[src/rtl/eth_echo_ctrl.sv]
// Ethernet echo controller: drives an iob_eth core over its register bus,
// receiving each frame and transmitting the same payload back to the peer.
`ifndef ETH_ADDR_W
`define ETH_ADDR_W 12
`endif
`ifndef ETH_STATUS
`define ETH_STATUS 0
`endif
`ifndef ETH_SEND
`define ETH_SEND 1
`endif
`ifndef ETH_RCVACK
`define ETH_RCVACK 2
`endif
`ifndef ETH_SOFTRST
`define ETH_SOFTRST 4
`endif
`ifndef ETH_TX_NBYTES
`define ETH_TX_NBYTES 6
`endif
`ifndef ETH_RX_NBYTES
`define ETH_RX_NBYTES 7
`endif
`ifndef ETH_DATA
`define ETH_DATA 2048
`endif
`ifndef ETH_MAC_ADDR
`define ETH_MAC_ADDR 48'h01_60_6E_11_02_0F
`endif
`ifndef ETH_RMAC_ADDR
`define ETH_RMAC_ADDR 48'h30_9C_23_1E_62_4A
`endif

module eth_echo_ctrl #(
    parameter int          NBYTES        = 238,
    parameter logic [47:0] ETH_MAC_ADDR  = `ETH_MAC_ADDR,
    parameter logic [47:0] ETH_RMAC_ADDR = `ETH_RMAC_ADDR
) (
    input  logic                   clk,
    input  logic                   rst,
    input  logic                   start,
    output logic                   eth_sel,
    output logic                   eth_we,
    output logic [`ETH_ADDR_W-1:0] eth_addr,
    output logic [31:0]            eth_data_in,
    input  logic [31:0]            eth_data_out,
    output logic                   busy,
    output logic                   frame_done,
    output logic [15:0]            frame_cnt
);
    localparam int AW = `ETH_ADDR_W;
    localparam int IW = $clog2(NBYTES + 30);
    localparam int BW = $clog2(NBYTES);
    // Preamble, SFD, destination, source, EtherType -- transmitted byte 0 first.
    localparam logic [239:0] HDR = {{15{8'h55}}, 8'hD5, ETH_RMAC_ADDR, ETH_MAC_ADDR, 8'h08, 8'h00};

    typedef enum logic [3:0] {
        IDLE, RST_HI, RST_LO, SET_RXN, WAIT_LINK, POLL_RX, RD_PAY,
        ACK, POLL_TX, SET_TXN, WR_HDR, WR_PAY, SEND
    } state_t;

    // Bus phase: idle gap before issue, first and second cycle of eth_sel.
    typedef enum logic [1:0] {PH_ISSUE, PH_CYC1, PH_CYC2} phase_t;

    state_t        state, nxt_state;
    phase_t        phase;
    logic [IW-1:0] idx;
    logic [7:0]    pay_buf [NBYTES];
    logic          st_link, st_rx_rdy, st_tx_rdy;
    logic          req_we, adv_idx, complete;
    logic [AW-1:0] req_addr;
    logic [31:0]   req_data;
    logic          unused_rd;

    assign unused_rd = ^{eth_data_out[31:16], eth_data_out[14:8]};

    function automatic logic [7:0] hdr_byte(input logic [4:0] i);
        return HDR[8*(29 - int'(i)) +: 8];
    endfunction

    always_comb begin
        // NOTE: defaults first so every path assigns every output; no latches.
        req_we   = 1'b1;
        req_addr = '0;
        req_data = '0;
        case (state)
            RST_HI:    begin req_addr = AW'(`ETH_SOFTRST);   req_data = 32'd1; end
            RST_LO:    req_addr = AW'(`ETH_SOFTRST);
            SET_RXN:   begin req_addr = AW'(`ETH_RX_NBYTES); req_data = 32'(NBYTES); end
            WAIT_LINK,
            POLL_RX,
            POLL_TX:   begin req_we = 1'b0; req_addr = AW'(`ETH_STATUS); end
            RD_PAY:    begin req_we = 1'b0; req_addr = AW'(`ETH_DATA + 14) + AW'(idx); end
            ACK:       begin req_addr = AW'(`ETH_RCVACK);    req_data = 32'd1; end
            SET_TXN:   begin req_addr = AW'(`ETH_TX_NBYTES); req_data = 32'(NBYTES); end
            WR_HDR:    begin
                req_addr = AW'(`ETH_DATA) + AW'(idx);
                req_data = {24'd0, hdr_byte(idx[4:0])};
            end
            WR_PAY:    begin
                req_addr = AW'(`ETH_DATA + 30) + AW'(idx);
                req_data = {24'd0, pay_buf[idx[BW-1:0]]};
            end
            SEND:      begin req_addr = AW'(`ETH_SEND); req_data = 32'(`ETH_SEND); end
            default:   req_we = 1'b0;
        endcase
    end

    // Where to go once the current transaction completes; reads decide on
    // status bits captured at the first edge of the read.
    always_comb begin
        nxt_state = state;
        adv_idx   = 1'b0;
        case (state)
            IDLE:      if (start) nxt_state = RST_HI;
            RST_HI:    nxt_state = RST_LO;
            RST_LO:    nxt_state = SET_RXN;
            SET_RXN:   nxt_state = WAIT_LINK;
            WAIT_LINK: if (st_link) nxt_state = POLL_RX;
            POLL_RX:   if (!start) nxt_state = IDLE;
                       else if (st_rx_rdy) nxt_state = RD_PAY;
            RD_PAY:    if (idx == IW'(NBYTES - 1)) nxt_state = ACK; else adv_idx = 1'b1;
            ACK:       nxt_state = POLL_TX;
            POLL_TX:   if (st_tx_rdy) nxt_state = SET_TXN;
            SET_TXN:   nxt_state = WR_HDR;
            WR_HDR:    if (idx == IW'(29)) nxt_state = WR_PAY; else adv_idx = 1'b1;
            WR_PAY:    if (idx == IW'(NBYTES - 1)) nxt_state = SEND; else adv_idx = 1'b1;
            SEND:      nxt_state = POLL_RX;
            default:   nxt_state = IDLE;
        endcase
    end

    assign complete = (phase == PH_ISSUE && state == IDLE) ||
                      (phase == PH_CYC1 && eth_we) ||
                      (phase == PH_CYC2);

    always_ff @(posedge clk) begin
        if (rst) begin
            state       <= IDLE;
            phase       <= PH_ISSUE;
            idx         <= '0;
            eth_sel     <= 1'b0;
            eth_we      <= 1'b0;
            eth_addr    <= '0;
            eth_data_in <= '0;
            busy        <= 1'b0;
            frame_done  <= 1'b0;
            frame_cnt   <= '0;
            st_link     <= 1'b0;
            st_rx_rdy   <= 1'b0;
            st_tx_rdy   <= 1'b0;
        end else begin
            frame_done <= 1'b0;
            case (phase)
                PH_ISSUE: if (state != IDLE) begin
                    eth_sel     <= 1'b1;
                    eth_we      <= req_we;
                    eth_addr    <= req_addr;
                    eth_data_in <= req_data;
                    phase       <= PH_CYC1;
                end
                PH_CYC1: if (eth_we) begin
                    eth_sel <= 1'b0;
                    eth_we  <= 1'b0;
                    phase   <= PH_ISSUE;
                end else begin
                    st_link   <= eth_data_out[15] & eth_data_out[3];
                    st_rx_rdy <= eth_data_out[1];
                    st_tx_rdy <= eth_data_out[0];
                    phase     <= PH_CYC2;
                end
                PH_CYC2: begin
                    eth_sel <= 1'b0;
                    phase   <= PH_ISSUE;
                end
                default: phase <= PH_ISSUE;
            endcase

            if (complete) begin
                if (nxt_state != state) begin
                    state <= nxt_state;
                    idx   <= '0;
                    busy  <= (nxt_state != IDLE);
                end else if (adv_idx) begin
                    idx <= idx + IW'(1);
                end
                if (state == SEND) begin
                    frame_done <= 1'b1;
                    frame_cnt  <= frame_cnt + 16'd1;
                end
            end
        end
    end

    // NOTE: payload storage has no reset; every byte is rewritten before it is sent.
    always_ff @(posedge clk) begin
        if (phase == PH_CYC1 && !eth_we && state == RD_PAY)
            pay_buf[idx[BW-1:0]] <= eth_data_out[7:0];
    end

endmodule

[config.mk]
export PLATFORM = sky130hd
export DESIGN_NAME = eth_echo_ctrl
export DESIGN_NICKNAME = d
export VERILOG_FILES = /design/src/rtl/eth_echo_ctrl.sv
export SDC_FILE = /design/constraint.sdc
export NUM_CORES = 2
export LEC_CHECK = 0
export ABC_AREA = 1
export CAP_MARGIN = 20
export CORE_AREA = 2 2 553 555
export DETAILED_ROUTE_END_ITERATION = 10
export DIE_AREA = 0 0 555 557
export HOLD_SLACK_MARGIN = 0.15
export PLACE_DENSITY_LB_ADDON = 0.12
export SYNTH_ARGS = -nofsm -noshare
export SYNTH_HDL_FRONTEND = slang
export SYNTH_SLANG_ARGS = --single-unit
[constraint.sdc]
create_clock -name clk -period 5.8 [get_ports clk]
set_input_delay 0.58 -clock clk [delete_from_list [all_inputs] [get_ports clk]]
set_output_delay 0.58 -clock clk [all_outputs]
set_load 0.01 [all_outputs]
==> flow_summary.json <==
{
  "clock_latency_ns": 0.89,
  "vias": 52900,
  "via_per_inst": 4.69,
  "initial_core_util_pct": 26.8,
  "whs_ns": 0.173,
  "antenna_found_initial": 13,
  "met2_length_um": 122000,
  "dieArea_um2": 309000,
  "area_growth_pct": 13.8,
  "end_kind": "flop",
  "hp-class": "in -> reg",
  "synthSimpleGateAreaFrac_pct": 23.1,
  "grt_max_degree": 194,
  "setup_viol": 0,
  "finalPower_mw": 34.3,
  "relSlewSlack_pct": 26.4,
  "drt_iter0_drc": 4506,
  "synthTopCellsByArea": "edfxtp_1, nand2_1, nand3_1",
  "avgSynthCellArea_um2": 11.3,
  "reg2reg_from": "phase[1]$_SDFFE_PP0N_",
  "yosysTopAreaCellShare_pct": 70.3,
  "hold_viol": 0,
  "synth_adder_area_share_pct": 0.200,
  "drive_above_1_share_pct": 6.44,
  "r2r_slack_ns": 1.51,
  "placed_cell_area_um2": 85900,
  "yosysTopAreaCell": "edfxtp_1",
  "grt_pass1_wl_um": 378000,
  "rr_endpoint": "pay_buf[37][0]$_DFFE_PP_",
  "crit_cells": 11,
  "syn_inst": 7182,
  "cts_tree": "built",
  "post-place-ws_ns": 1.53,
  "crit_start": "phase[1]$_SDFFE_PP0N_",
  "synth-seq-cells": 1969,
  "fp.dieH_um": 557,
  "yosysMostFrequentCell": "nand2_1",
  "worst-path-buf-inv": 5,
  "clock_sinks": 1969,
  "path_cells": "inv_1 > ha_1 > inv_1 > nor2_1 > inv_1 > nor2_1 > inv_1 > nor2_1 > nand2_2 > buf_4 > nor2_1",
  "place.gp.congestion": 0.790,
  "setup_ws_ns": 1.51,
  "final_area_um2": 92600,
  "highest_layer": "met5",
  "drtPass1Iterations": 6,
  "post-route-period-util_pct": 74.0,
  "seq_area_frac_synth_pct": 71.9,
  "fin_util_pct": 30.5,
  "io_pins": 99,
  "path_class": "reg -> reg",
  "multiInputGateArea_um2": 20200,
  "cts_buffers": 223,
  "slowest_stage": "nor2_1",
  "grt_usage_pct": 16.8,
  "cp_slowest_stage_delay_ns": 0.66,
  "hold_depth": 1,
  "tns_ns": 0,
  "skew_ns": 0.0437,
  "start_kind": "flop",
  "power.leakage_nw": 31.9,
  "grt_pass1_vias": 51700,
  "grt_remaining_overflow": 0,
  "period_needed_ns": 4.29,
  "peakVddDrop_mv": 0.263,
  "htree_levels": 4,
  "path_delay_family": "simple AND/OR/NAND/NOR gates",
  "cts_setup_buffers": 0,
  "cap_viol_max_count": 0,
  "synth_top_family_by_area": "simple AND/OR/NAND/NOR gates",
  "ff2ff_path_depth": 11,
  "worstPathMaxFanout": 10,
  "postCtsHoldBufs": 0,
  "synth_ff_type": "edfxtp_1",
  "core_area_um2": 304000,
  "yosysWarnings": 0,
  "fmax_mhz": 233,
  "cts-root-buf": "clkbuf_16",
  "wire_per_inst_um": 23.5,
  "rows": 203,
  "worstPathArrival_ns": 4.77,
  "wl_met1_um": 121000,
  "async_flop_share_pct": 0,
  "powerDensity_nw_per_um2": 370,
  "syn_area_um2": 81400,
  "fin_nets": 7155,
  "io_buffers": 50,
  "dr_wl_met3_um": 13600,
  "crit_path_end": "pay_buf[37][0]$_DFFE_PP_",
  "status": "finished, final reports clean",
  "ant_nets": 0,
  "fin_cells": 11300,
  "wirelength_um": 265000,
  "synth_mux_area_share_pct": 0,
  "dp.cells": 10900,
  "synth_xor_area_share_pct": 0.149,
  "hpwl_um": 149000,
  "synth_edf_count": 1904,
  "path_clk_slew_ns": 0.06,
  "seqCellArea_um2": 58500,
  "clk_path_buf_depth": 4,
  "tightest_slew_ns": 1.10,
  "slew_viol_final": 0,
  "dieWidth_um": 555,
  "route.detailed.drc": 0,
  "synth_cell_types": 50,
  "synthTopCellsByCount": "nand2_1, edfxtp_1, nand3_1, nor2_1, buf_2",
  "synth_compound_area_share_pct": 1.25,
  "cp.required_ns": 6.28,
  "cts_resized": 0,
  "rsz0062_at_grt": "no",
  "fillCellCount": 30900
}
[kinds of logic after synthesis]
| group | Yosys count |
|---|---|
| and+or+nand+nor | 4403 |
| DFF | 1969 |
| buffers and inverters | 598 |
| adders and majority gates | 13 |
| xor gates and xnor gates | 13 |
| other | 1 |
| AOI/OAI and AO/OA | 185 |
[routing by layer]
metal / GRT usage [%] / vias up
met2: 26.7 / 1350
met1: 23.3 / 26200
met4: 5.38 / 2
met3: 2.58 / 404
li1: - / 24900
met5: 0 / -
[state kept, by name, summed over array words and instances (netlist names), 2 cells and up, named ones only]
signal       flops
eth_addr        11
eth_data_in      8
frame_cnt       16
idx              9
pay_buf       1904
phase            2
state            4
[placed cells by master (no fill, tap or decap), drive strengths merged, types with 2 or more instances in the layout]
cell type and n:
a211oi 3, o22ai 2, a21oi 92, buf 125
clkinvlp 7, nand3b 3, a22o 2, ha 13
dfxtp 65, clkinv 108, a31oi 5, inv 110
bufinv 8, clkbuf 273, clkdlybuf4s50 41, a21o 3
o21ai 59, nor3 8, o211ai 11, nand4 12
diode 5, nor4 2, nand3 1676, nand2 2338
nor2 360, nor3b 2, or2 2, conb 25
xor2 12, edfxtp 1904
[worst min-delay path by stage]
stage               slack [ns]                         to                startpoint
floorplan                 0.45       st_link$_SDFFE_PP0P_      st_link$_SDFFE_PP0P_
finish                    0.17  pay_buf[163][4]$_DFFE_PP_           eth_data_out[4]
CTS                       0.16  pay_buf[185][4]$_DFFE_PP_           eth_data_out[4]
detailed placement        0.46   eth_addr[2]$_SDFFE_PP0P_  eth_addr[2]$_SDFFE_PP0P_
global route              0.18  pay_buf[163][4]$_DFFE_PP_           eth_data_out[4]
global placement          0.46   eth_addr[1]$_SDFFE_PP0P_  eth_addr[1]$_SDFFE_PP0P_
[area by class of cell]
type	instances	share of cell area, %
Clock inverter	125	0.890
Antenna cell	5	0.0135
Sequential cell	1969	63.1
Clock buffer	273	6.33
Inverter	108	0.477
Multi-Input combinational cell	4639	21.8
Tap cell	3997	5.40
Timing Repair Buffer	166	1.91
[power by group]
part | internal [mW] | switching, mW | total, mW
clock | 7.48 | 5.80 | 13.3
combinational | 1.35 | 3.92 | 5.27
sequential | 15.6 | 0.0906 | 15.7
No activity file was read; power rests on OpenSTA's default activity.
